File: src/rtl/buff_16_pack.sv
`default_nettype none
// ============================================================================
// Module   : buff_16_pack
// Purpose  : Packs 16 serial PE results into a 4x4 byte tile and writes it
//            to the 32-bit main buffer as row words (partial tiles by flush).
// Revision : 1.0 - initial release
// ============================================================================
module buff_16_pack #(
  parameter int DATA_W = 8,
  parameter int ROWS   = 4,
  parameter int COLS   = 4,
  parameter int ADDR_W = 6
) (
  input  logic                     clk,
  input  logic                     rst,
  input  logic                     in_valid,
  input  logic [DATA_W-1:0]        in_data,
  output logic                     in_ready,
  input  logic [ADDR_W-1:0]        base_addr,
  input  logic                     flush,
  output logic                     wr_en,
  output logic [ADDR_W-1:0]        wr_addr,
  output logic [DATA_W*COLS-1:0]   wr_data,
  input  logic                     wr_ready,
  output logic                     tile_done
);

  localparam int TILE_N = ROWS * COLS;
  localparam int CNT_W  = $clog2(TILE_N);
  localparam int COL_W  = $clog2(COLS);
  localparam int ROW_W  = $clog2(ROWS);
  localparam int RTW_W  = $clog2(ROWS + 1);

  typedef enum logic [1:0] {
    FILL  = 2'd0,
    DRAIN = 2'd1,
    DONE  = 2'd2
  } state_t;

  state_t              state;
  logic [CNT_W-1:0]    cnt;
  logic [ROW_W-1:0]    row;
  logic [RTW_W-1:0]    rows_to_write;
  logic [ADDR_W-1:0]   base_q;
  logic [DATA_W-1:0]   tile_mem [ROWS][COLS];

  logic                accept;
  logic [CNT_W:0]      cnt_after;
  logic [CNT_W+1:0]    rows_num;
  logic [RTW_W-1:0]    rows_needed;
  logic                last_byte;
  logic                start_drain;
  logic                last_row;
  logic [ROW_W-1:0]    fill_row;
  logic [COL_W-1:0]    fill_col;

  assign accept      = in_valid & in_ready;
  assign cnt_after   = {1'b0, cnt} + {{CNT_W{1'b0}}, accept};
  // ceil(cnt_after / COLS): a full tile naturally yields ROWS
  assign rows_num    = {1'b0, cnt_after} + (CNT_W+2)'(COLS - 1);
  assign rows_needed = RTW_W'(rows_num >> COL_W);
  assign last_byte   = accept && (cnt == CNT_W'(TILE_N - 1));
  assign start_drain = last_byte || (flush && (cnt_after != '0));
  assign last_row    = ((RTW_W'(row) + RTW_W'(1)) == rows_to_write);
  assign fill_row    = cnt[CNT_W-1:COL_W];
  assign fill_col    = cnt[COL_W-1:0];

  // Write-side outputs depend only on registered state
  assign wr_addr = wr_en ? (base_q + ADDR_W'(row)) : '0;

  always_comb begin
    wr_data = '0;
    if (wr_en) begin
      for (int c = 0; c < COLS; c++) begin
        wr_data[c*DATA_W +: DATA_W] = tile_mem[row][c];
      end
    end
  end

  always_ff @(posedge clk or posedge rst) begin
    if (rst) begin
      state         <= FILL;
      cnt           <= '0;
      row           <= '0;
      rows_to_write <= '0;
      base_q        <= '0;
      in_ready      <= 1'b1;
      wr_en         <= 1'b0;
      tile_done     <= 1'b0;
      for (int r = 0; r < ROWS; r++) begin
        for (int c = 0; c < COLS; c++) begin
          tile_mem[r][c] <= '0;
        end
      end
    end else begin
      case (state)
        FILL: begin
          if (accept) begin
            tile_mem[fill_row][fill_col] <= in_data;
            cnt                          <= cnt_after[CNT_W-1:0];
            if (cnt == '0) begin
              base_q <= base_addr;
            end
          end
          // A flush sharing an edge with a byte includes that byte
          if (start_drain) begin
            state         <= DRAIN;
            rows_to_write <= rows_needed;
            in_ready      <= 1'b0;
            wr_en         <= 1'b1;
          end
        end

        DRAIN: begin
          if (wr_ready) begin
            if (last_row) begin
              state     <= DONE;
              wr_en     <= 1'b0;
              tile_done <= 1'b1;
            end else begin
              row <= row + ROW_W'(1);
            end
          end
        end

        DONE: begin
          state     <= FILL;
          tile_done <= 1'b0;
          in_ready  <= 1'b1;
          cnt       <= '0;
          row       <= '0;
          // Clearing here is what zero-pads the next partial tile
          for (int r = 0; r < ROWS; r++) begin
            for (int c = 0; c < COLS; c++) begin
              tile_mem[r][c] <= '0;
            end
          end
        end

        default: begin
          state     <= FILL;
          in_ready  <= 1'b1;
          wr_en     <= 1'b0;
          tile_done <= 1'b0;
        end
      endcase
    end
  end

endmodule
`default_nettype wire

File: config.mk
export PLATFORM = sky130hd
export DESIGN_NAME = buff_16_pack
export DESIGN_NICKNAME = d
export VERILOG_FILES = /design/src/rtl/buff_16_pack.sv
export SDC_FILE = /design/constraint.sdc
export NUM_CORES = 1
export LEC_CHECK = 0
export ABC_AREA = 1
export BUFFER_PORTS_ARGS = -buffer_cell sky130_fd_sc_hd__buf_2
export CORE_UTILIZATION = 40
export DETAILED_ROUTE_END_ITERATION = 8
export HOLD_SLACK_MARGIN = 0.03
export PLACE_DENSITY = 0.58
export SYNTH_ARGS = -nofsm -noshare
export SYNTH_HDL_FRONTEND = slang
export SYNTH_SLANG_ARGS = --single-unit
File: constraint.sdc
create_clock -name clk -period 6.9 [get_ports clk]
set_input_delay 1.035 -clock clk [delete_from_list [all_inputs] [get_ports clk]]
set_output_delay 1.035 -clock clk [all_outputs]
set_load 0.01 [all_outputs]
Word level (Yosys, flattened, before mapping):

Index checks and enable logic that the tools add are counted.

* output and inout bits: 41
* bits in registers: 148
* memories kept: 0
* bits in writable memories: 0
* latch bits: 0
* memory bits (read-only): 0
* word-level logic and storage cells: 98
* bits of input ports: 19

* $mul: 0
* equal/unequal tests: 9
* add/sub/neg operators: 5
* bitwise logic cells: 7
* div/mod/pow operators: 0
* $lt $le $gt $ge: 5
* muxes and demuxes: 30
* reduce and logical (&&, ||, !) cells: 18
* shift operators: 0

Operators with widths (count)
* $pmux W128 S2: 1
* $bwmux W128: 1
* $mux W128: 1
* $mux W32: 4
* $bmux W32 S2: 1
* $demux W32 S2: 1
* $demux W8 S2: 1
* $reduce_and A3 Y1: 4
* $mux W2: 5
* $ne A2 B2 Y1 const B: 5
* $ge A3 B3 Y1 const B: 3
* $not A2 Y3: 3
* $mux W8: 1
* $pmux W2 S2: 2
* $pmux W4 S2: 1
* $add A6 B2 Y6: 1
* $lt A3 B1 Y1 const B: 2
* $mux W1: 6
* $mux W6: 1
* $reduce_and A2 Y1: 3
* $add A4 B1 Y5: 1
* $add A5 B2 Y5 const B: 1
* $reduce_bool A5 Y1: 1
* $eq A4 B4 Y1 const B: 1
* 16 further kinds: 23

Logic depth before layout (Yosys ltp):

Gate-level depths: netlist (run 1).

* word-level depth: 10
* gate-level depth with buffers: 13
* depth with buffers taken out: 13

Worst setup path before layout (run 1):

OpenSTA, ideal clock, no wires.

* path type: input to register
* start: in in_valid
* end: reg rows_to_write[2]
* setup time: 0.128 ns
* stages on the path: 10
* setup slack: 4.354 ns
* data arrival time: 2.419 ns
* path buffers: 0
* path through: nand2_1 -> inv_1 -> ha_1 -> ha_1 -> nor2_1 -> nand3_1 -> o21ai_2 -> nand2_2 -> nand2_4 -> o21ai_0

* cells in the longest elaborated chain, start to end: 6

RTL lines
* from (decl): RTL line 16 `input logic in_valid,`
* $and A1 B1 Y1 (*): RTL line 57 `assign accept = in_valid & in_ready;`
* parallel branches: the longest is 5 deep, another holds $add A4 B1 Y5
* to (signal assigned): RTL line 108 `rows_to_write <= rows_needed;`
* to (decl): RTL line 43 `logic [RTW_W-1:0] rows_to_write;`

Mark *: on every way between the ends.
A chain may end at the register's enable or synchronous reset.

Final worst setup path (run 1):

* start: reg row[1]
* end: out wr_data[31]

* cells in the longest elaborated chain, start to end: 5

RTL lines
* from (decl): RTL line 42 `logic [ROW_W-1:0] row;`
* from (signal assigned): RTL line 121 `row <= row + ROW_W'(1);`
* $not A2 Y3 (not written as such): RTL line 75 `wr_data[c*DATA_W +: DATA_W] = tile_mem[row][c];`
* $bmux W32 S2: RTL line 75
* $mux W32 (not written as such) (2 in a row): RTL line 75
* $mux W32: RTL line 73 `if (wr_en) begin`
* to (decl): RTL line 23 `output logic [DATA_W*COLS-1:0] wr_data,`

No other way between the ends. The select of a mux whose other input is x is not followed.

==> impl_summary.log, run 1 <==
[metrics] core box area: 17300 sq um
[metrics] Cells after Synth: 769
[metrics] Comb power frac: 37.5%
[metrics] number of buffers added to fix hold violations after cts: 0
[metrics] # DRC: 0
[metrics] Buffers & Inverters on Critical Path: 4
[metrics] share of cells above drive strength 1: 19.2%
[metrics] Finished Core Util: between 40% and 50%
[metrics] static leakage power: ~0.0036 uW
[metrics] area overhead of the layout relative to synthesis: 14.6%
[metrics] Clock Sink Count: approximately 150
[metrics] final hold violation count: 0
[metrics] die span in x: around 140 um
[metrics] ordered list of cells on the worst path: buf_4 -> inv_1 -> buf_4 -> a21oi_1 -> o21ai_0 -> a21oi_1 -> buf_2
[metrics] combined area of the multi-input logic cells: between 2000 and 3000 sq um
[metrics] portion of the post-synthesis area used by sequential elements: between 50% and 60%
[metrics] area of all placed cells without fillers: 8120 sq um
[metrics] main combinational cell family by area after synthesis: compound AO/OA/AOI/OAI gates
[metrics] min-delay worst type: flop to flop
[metrics] peak supply drop: 0.000241 V
[metrics] Avg Inst Size Synth: just over 9 sq um
[metrics] run status: finished, final reports clean
[metrics] clock latency on the worst-skew pair: approximately 0.42 ns
[metrics] Clock Skews: 0.00590 ns
[metrics] cell chosen for the clock root: sky130_fd_sc_hd__clkbuf_16
[metrics] time the worst path needs with I/O delays and setup: between 3 and 4 ns
[metrics] number of nets in the layout: 841
[metrics] mux cell area share after synthesis: less than 1%
[metrics] count of fill cells added during filler insertion: roughly 1700
[metrics] number of setup violations in the final report: 0
[metrics] critical path startpoint category: flop
[metrics] post-synthesis xor/xnor area fraction: less than 1%
[metrics] antenna violation net count after detailed routing: 0
[metrics] slowest CP cell: sky130_fd_sc_hd__buf_4
[metrics] crit share post-route: 51.6%
[metrics] Synth Area in Compound Gates: a little over a quarter
[metrics] total placed instance area: around 7500 sq um
[metrics] warning count from the yosys run: 0
[metrics] ratio of routed vias to standard cells: 5.43
[metrics] Final GP Congestion: between 0.7 and 0.8
[metrics] Die Footprint: 18300 sq um
[metrics] Worst Max-Slew Pin Slew: 1.02 ns
[metrics] Max-slew headroom: between 30% and 40%
[metrics] all-layer global routing usage: 22.4%
[metrics] number of slew-limit violations in the final report: 0
[metrics] Clock transition at path regs: roughly 0.060 ns
[metrics] via count: 5726
[metrics] Int Power: just over 2000 uW
[metrics] maximum clock path buffer count: 2
[metrics] type of the worst setup path: flop to primary output
[metrics] required time worst endpoint: 5.86 ns
[metrics] Max Fanout on Critical Path: 36
[metrics] Max H-tree Level: 4
[metrics] input/output buffers: between 50 and 60
[metrics] cell type group with the largest total delay on the critical path: buffers and inverters
[metrics] pre-CTS worst setup slack: 3.87 ns
[metrics] PD cells: 422 nW/um^2
[metrics] fraction of power consumed by the clock network: between 20 and 30%
[metrics] num ports: 60
[metrics] number of iterations in the first detailed-routing pass: 5
[metrics] FF+latch count, synth: about 150
[metrics] violation count after the first detailed-routing iteration: slightly above 400
[metrics] via count of the first global-routing pass: between 5000 and 6000
[metrics] Distinct cells, synth: 37
[metrics] TritonCTS clock tree: built
[metrics] grt ovf: 0
[metrics] starting density of the core: 41.0%
[metrics] number of buffers added for setup after CTS: 0
[metrics] total negative slack for setup checks: 0 ns
[metrics] area of all sequential standard cells: 3710 sq um
[metrics] net load switching power: between 1000 and 1500 uW
[metrics] number of max-cap violations: 0
[metrics] switch share: between 30% and 40%
[metrics] Worst Slack Setup Final: between 3 and 4 ns
[metrics] part of the total power dissipated in sequential elements: 35.1%
[metrics] WL/cell: approximately 18 um
[metrics] total length of routed wires: 19300 um
[metrics] post-synth net total: about 800
[metrics] maximum clock frequency: around 280 MHz
[metrics] post-synthesis instance area: ~7100 sq um
[metrics] number of buffers inserted during clock tree synthesis: 17
[metrics] slowest cell delay on critical path: between 0.3 and 0.4 ns
[metrics] maximum number of pins on one net before global-route repair: 104
[metrics] number of antenna violations at the first check in global routing: 0
[metrics] die outline height: 135 um
[metrics] crit path capture type: primary output
[metrics] Simple-Gate Fraction of Synth Area: 7.52%
[metrics] count of inserted antenna diode cells: 0
[metrics] number of gates resized after CTS: 0
[metrics] arrival time of data at the critical path endpoint: about 2.5 ns
[metrics] first-pass GRT wire length: 30800 um
[metrics] setup repair after global routing missed its margin: no
[metrics] adder and majority cell fraction of the synthesized area: 1.17%
[metrics] detailed placement HPWL: approximately 12000 um
[metrics] row count: 48
[cell families (layout without fill, tap and decap cells)]
group | Yosys count | in the layout
compound gates | 325 | 325
buf+inv | 184 | 244
flops | 148 | 148
simple gates | 97 | 97
fa+ha+maj | 6 | 6
xor+xnor | 5 | 5
mux | 4 | 4
[worst reg2reg max path, delay by kind of cell (launching register included)]
| kind | cells | cell delay, ns |
|---|---|---|
| AO/OA/AOI/OAI | 2 | 0.27 |
| adder cells (fa/ha/maj) | 2 | 0.47 |
| buffers and inverters | 1 | 0.16 |
| flip-flops | 1 | 0.54 |
| AND/OR/NAND/NOR | 5 | 0.69 |
[Yosys cell counts, drive strengths merged]
cell type | instances | share of area (%)
ha | 5 | 0.88
o21a | 1 | 0.11
nor3b | 1 | 0.11
a31oi | 1 | 0.088
a21oi | 102 | 7.4
o21ai | 99 | 9.0
buf | 20 | 1.7
clkinv | 1 | 0.053
xor2 | 1 | 0.12
o22ai | 121 | 11
nand2 | 63 | 4.6
clkbuf | 16 | 0.85
nand4 | 1 | 0.088
mux2 | 4 | 0.64
inv | 147 | 7.8
nand3 | 11 | 0.78
dfrtp | 147 | 52
fa | 1 | 0.28
dfstp | 1 | 0.37
nor3 | 2 | 0.14
xnor2 | 4 | 0.49
nor2 | 19 | 1.8
a21boi | 1 | 0.11
[flip-flops by register name (all words and copies together) (netlist names)]
register and cells:
rows_to_write 3, base_q 6, in_ready 1, cnt 4, tile_mem 128, state 2
wr_en 1, row 2, tile_done 1
[routing by layer]
metal / up-vias / wire length [um] / GRT usage, %
li1: 2732 / - / -
met1: 2848 / 8900 / 31.4
met2: 128 / 9300 / 35.1
met3: 18 / 881 / 4.39
met4: 0 / 182 / 6.12
met5: - / 0 / 0
[placed cells by master, fill, tap and decap left out, drive strengths merged, types with 2 or more instances in the layout]
master / instances
xnor2: 4
inv: 147
nand3: 11
o22ai: 121
mux2: 4
clkbuf: 21
o21ai: 99
buf: 64
a21oi: 102
dfrtp: 147
nor3: 2
nand2: 63
ha: 5
clkinv: 8
nor2: 19
bufinv: 3
[path summary, 6_finish.rpt]
path | from | to | slack [ns] | cells past startpoint
worst max-delay path | row[1] | wr_data[31] | 3.34 | 7
worst min-delay path | tile_mem[122] | tile_mem[122] | 0.48 | 2
worst max register to register | in_ready | rows_to_write[1] | 4.64 | 10
worst min register to register | tile_mem[122] | tile_mem[122] | 0.48 | 2
max in group asynchronous | rst | tile_mem[78] | 4.94 | 3
min in group asynchronous | rst | tile_mem[17] | 0.81 | 2
[per-stage QoR]
step                instances  power [uW]  hold slack (ns)
floorplan                 769        2130            0.448
global placement         1022        2490            0.463
detailed placement       1022        2500            0.470
CTS                      1054        3440            0.484
global route             1054        3650            0.505
finish                   1054        3430            0.482
[power groups by stage]
stage | sequential, uW | combinational (uW) | clock (uW)
finish | 1200 | 1290 | 939
global route | 1230 | 1430 | 990
CTS | 1200 | 1290 | 954
detailed placement | 1220 | 1280 | 0
global placement | 1210 | 1280 | 0
floorplan | 1190 | 942 | 0
[cell type report]
cell class,instances,share of cell area [%]
repair buffers,64,4.10
flip-flops and latches,148,45.6
clock inverters,11,1.63
multi-input cells,437,32.5
well taps,225,3.47
inverters,148,6.93
clock buffers,21,5.67
No activity file was read; power rests on OpenSTA's default activity.
==> run 2: changes to the inputs <==
--- a/config.mk
+++ b/config.mk
@@ -10,7 +10,7 @@
 export CORE_UTILIZATION = 40
 export DETAILED_ROUTE_END_ITERATION = 8
 export HOLD_SLACK_MARGIN = 0.03
-export PLACE_DENSITY = 0.58
+export PLACE_DENSITY = 0.6
 export SYNTH_ARGS = -nofsm -noshare
 export SYNTH_HDL_FRONTEND = slang
 export SYNTH_SLANG_ARGS = --single-unit
==> constraint.sdc (replaced) <==
create_clock -name clk -period 2.98 [get_ports clk]
set_input_delay 0.447 -clock clk [delete_from_list [all_inputs] [get_ports clk]]
set_output_delay 0.447 -clock clk [all_outputs]
set_load 0.01 [all_outputs]
==> run 2 against run 1 <==
Effect of this change:
- die area unchanged
- count of clock-buffer cells in the layout unchanged
- sequential power increased by 140%
- combinational power increased by 130%
- clock skew increased by 0.00057 ns
- worst hold slack got worse by 0.38 ns
- global-route usage increased by 0.23 points
- register-to-register slack got worse by 3.9 ns
- via count increased by 0.94%
- critical path depth decreased by 1
==> impl_summary.log, run 2 (synthesized netlist as in run 1, its figures left out) <==
[metrics] Max-slew headroom: 53.6% (was 31.8%)
[metrics] pre-CTS worst setup slack: 0.709 ns (was 3.87 ns)
[metrics] violation count after the first detailed-routing iteration: 395 (was 406)
[metrics] number of nets in the layout: 853 (was 841)
[metrics] Die Footprint: 18300 sq um (unchanged)
[metrics] area overhead of the layout relative to synthesis: 15.9% (was 14.6%)
[metrics] arrival time of data at the critical path endpoint: 2.24 ns (was 2.53 ns)
[metrics] critical path startpoint category: flop (unchanged)
[metrics] number of antenna violations at the first check in global routing: 0 (unchanged)
[metrics] number of buffers added to fix hold violations after cts: 0 (unchanged)
[metrics] PD cells: 953 nW/um^2 (was 422 nW/um^2)
[metrics] via count: 5780 (was 5726)
[metrics] peak supply drop: 0.000572 V (was 0.000241 V)
[metrics] row count: 48 (unchanged)
[metrics] crit path capture type: primary output (unchanged)
[metrics] most used cells in the layout excluding fill and tap cells: 146 x sky130_fd_sc_hd__dfrtp_1, 138 x sky130_fd_sc_hd__inv_1, 121 x sky130_fd_sc_hd__o22ai_1 (unchanged)
[metrics] ratio of routed vias to standard cells: 5.42 (was 5.43)
[metrics] number of iterations in the first detailed-routing pass: 5 (unchanged)
[metrics] antenna violation net count after detailed routing: 0 (unchanged)
[metrics] number of buffers inserted during clock tree synthesis: 17 (unchanged)
[metrics] die outline height: 135 um (unchanged)
[metrics] Max Fanout on Critical Path: 25 (was 36)
[metrics] all-layer global routing usage: 22.6% (was 22.4%)
[metrics] commonest non-fill, non-tap cell in the layout: sky130_fd_sc_hd__dfrtp_1 (unchanged)
[metrics] Crit. path cell count: 6 (was 7)
[metrics] starting density of the core: 41.0% (unchanged)
[metrics] min-delay worst type: input pin to async pin (was flop to flop)
[metrics] run status: finished, final reports clean (unchanged)
[metrics] num ports: 60 (unchanged)
[metrics] cell chosen for the clock root: sky130_fd_sc_hd__clkbuf_16 (unchanged)
[metrics] static leakage power: 0.00367 uW (was 0.00363 uW)
[metrics] number of buffers added for setup after CTS: 0 (unchanged)
[metrics] cell type group with the largest total delay on the critical path: buffers and inverters (unchanged)
[metrics] WL/cell: 18.0 um (was 18.3 um)
[metrics] largest register by flop count: tile_mem (unchanged)
[metrics] Worst Max-Slew Pin Slew: 0.696 ns (was 1.02 ns)
[metrics] Clock transition at path regs: 0.06 ns (about the same)
[metrics] crit share post-route: 90.3%
[metrics] total negative slack for setup checks: 0 ns (unchanged)
[metrics] Clock Sink Count: 148 (unchanged)
[metrics] number of slew-limit violations in the final report: 0 (unchanged)
[metrics] TritonCTS clock tree: built (unchanged)
[metrics] slowest CP cell: sky130_fd_sc_hd__dfrtp_2 (was sky130_fd_sc_hd__buf_4)
[metrics] Buffers & Inverters on Critical Path: 3 (was 4)
[metrics] die span in x: 135 um (unchanged)
[metrics] core box area: 17300 sq um (unchanged)
[metrics] ordered list of cells on the worst path: buf_4 -> buf_4 -> a21oi_1 -> o21ai_0 -> a21oi_1 -> buf_2 (was buf_4 -> inv_1 -> buf_4 -> a21oi_1 -> o21ai_0 -> a21oi_1 -> buf_2)
[metrics] share of cells above drive strength 1: 20.3% (was 19.2%)
[metrics] input/output buffers: 59 (unchanged)
[metrics] Max H-tree Level: 4 (unchanged)
[metrics] Clock Skews: 0.00647 ns (was 0.00590 ns)
[metrics] maximum clock frequency: roughly 370 MHz
[metrics] total length of routed wires: 19200 um (was 19300 um)
[metrics] Final GP Congestion: 0.828 (was 0.767)
[metrics] grt ovf: 0 (unchanged)
[metrics] biggest regs: tile_mem (128), base_q (6), cnt (4) (unchanged)
[metrics] final hold violation count: 0 (unchanged)
[metrics] number of max-cap violations: 0 (unchanged)
[metrics] maximum clock path buffer count: 2 (unchanged)
[metrics] # DRC: 0 (unchanged)
[metrics] number of setup violations in the final report: 0 (unchanged)
[metrics] Largest register FFs: 128 (unchanged)
[metrics] slowest cell delay on critical path: 0.63 ns (was 0.38 ns)
[metrics] number of cells on the worst reg-to-reg path: 8 (was 10)
[metrics] via count of the first global-routing pass: 5641 (was 5603)
[metrics] first-pass GRT wire length: 31300 um (was 30800 um)
[metrics] maximum number of pins on one net before global-route repair: 47 (was 104)
[metrics] required time worst endpoint: 2.53 ns (was 5.86 ns)
[metrics] setup repair after global routing missed its margin: no (unchanged)
[metrics] clock latency on the worst-skew pair: 0.42 ns (about the same)
[metrics] Worst Slack Setup Final: 0.289 ns (was 3.34 ns)
[metrics] number of gates resized after CTS: 0 (unchanged)
[metrics] time the worst path needs with I/O delays and setup: roughly 2.7 ns
[metrics] type of the worst setup path: flop to primary output (unchanged)
[metrics] detailed placement HPWL: 12600 um (was 12100 um)
[run 2: changes by cell type in the layout (fill, tap and decap cells not counted)]
| cell | change |
|---|---|
| sky130_fd_sc_hd__diode_2 | +1 |
| sky130_fd_sc_hd__bufinv_16 | -2 |
| sky130_fd_sc_hd__clkinv_2 | +1 |
| sky130_fd_sc_hd__clkinvlp_4 | +2 |
| sky130_fd_sc_hd__inv_6 | -1 |
| sky130_fd_sc_hd__buf_4 | +8 |
| sky130_fd_sc_hd__buf_12 | +4 |
[run 2: power breakdown]
part / leakage [uW] / switching (uW) / internal [uW] / total [uW]
clock: 0.000272 / 816 / 1180 / 1990
sequential: 0.00202 / 340 / 2510 / 2850
combinational: 0.00138 / 1970 / 1010 / 2980
[run 2: final timing paths]
check                           endpoint     startpoint  slack, ns
setup / recovery             wr_data[31]         row[0]       0.29
hold / removal              tile_mem[49]            rst        0.1
setup reg to reg                  row[0]         row[0]       0.70
hold reg to reg            tile_mem[127]  tile_mem[127]       0.48
max in group asynchronous       in_ready            rst       2.18
min in group clk               base_q[2]   base_addr[2]       0.26
[run 2: layout make-up]
class	count	area [sq um]
fill	1716	9080
sequential	148	3710
multi-input combinational	437	2640
inverter	148	562
timing repair buffer	76	473
clock buffer	21	460
tap	225	282
clock inverter	11	85.1
antenna	1	2.50
[run 2: per-layer routing]
layer / GRT usage (%) / wire length (um) / vias to the layer above
met5: 0 / 0 / -
met4: 5.81 / 246 / 0
met3: 4.84 / 708 / 24
met2: 35.8 / 9330 / 124
met1: 31.4 / 8920 / 2865
li1: - / - / 2767
[run 2: through the flow]
step | hold WS, ns | area (sq um) | util, % | instances | total power (uW)
after floorplan | 0.448 | 7090 | - | 769 | 4940
after global placement | 0.462 | 7660 | 44.3 | 1034 | 5810
after detailed placement | 0.468 | 7660 | 44.3 | 1034 | 5850
after CTS | 0.0990 | 8210 | 47.5 | 1066 | 7860
after global routing | 0.121 | 8210 | 47.5 | 1066 | 8350
final | 0.0995 | 8210 | 47.5 | 1067 | 7820
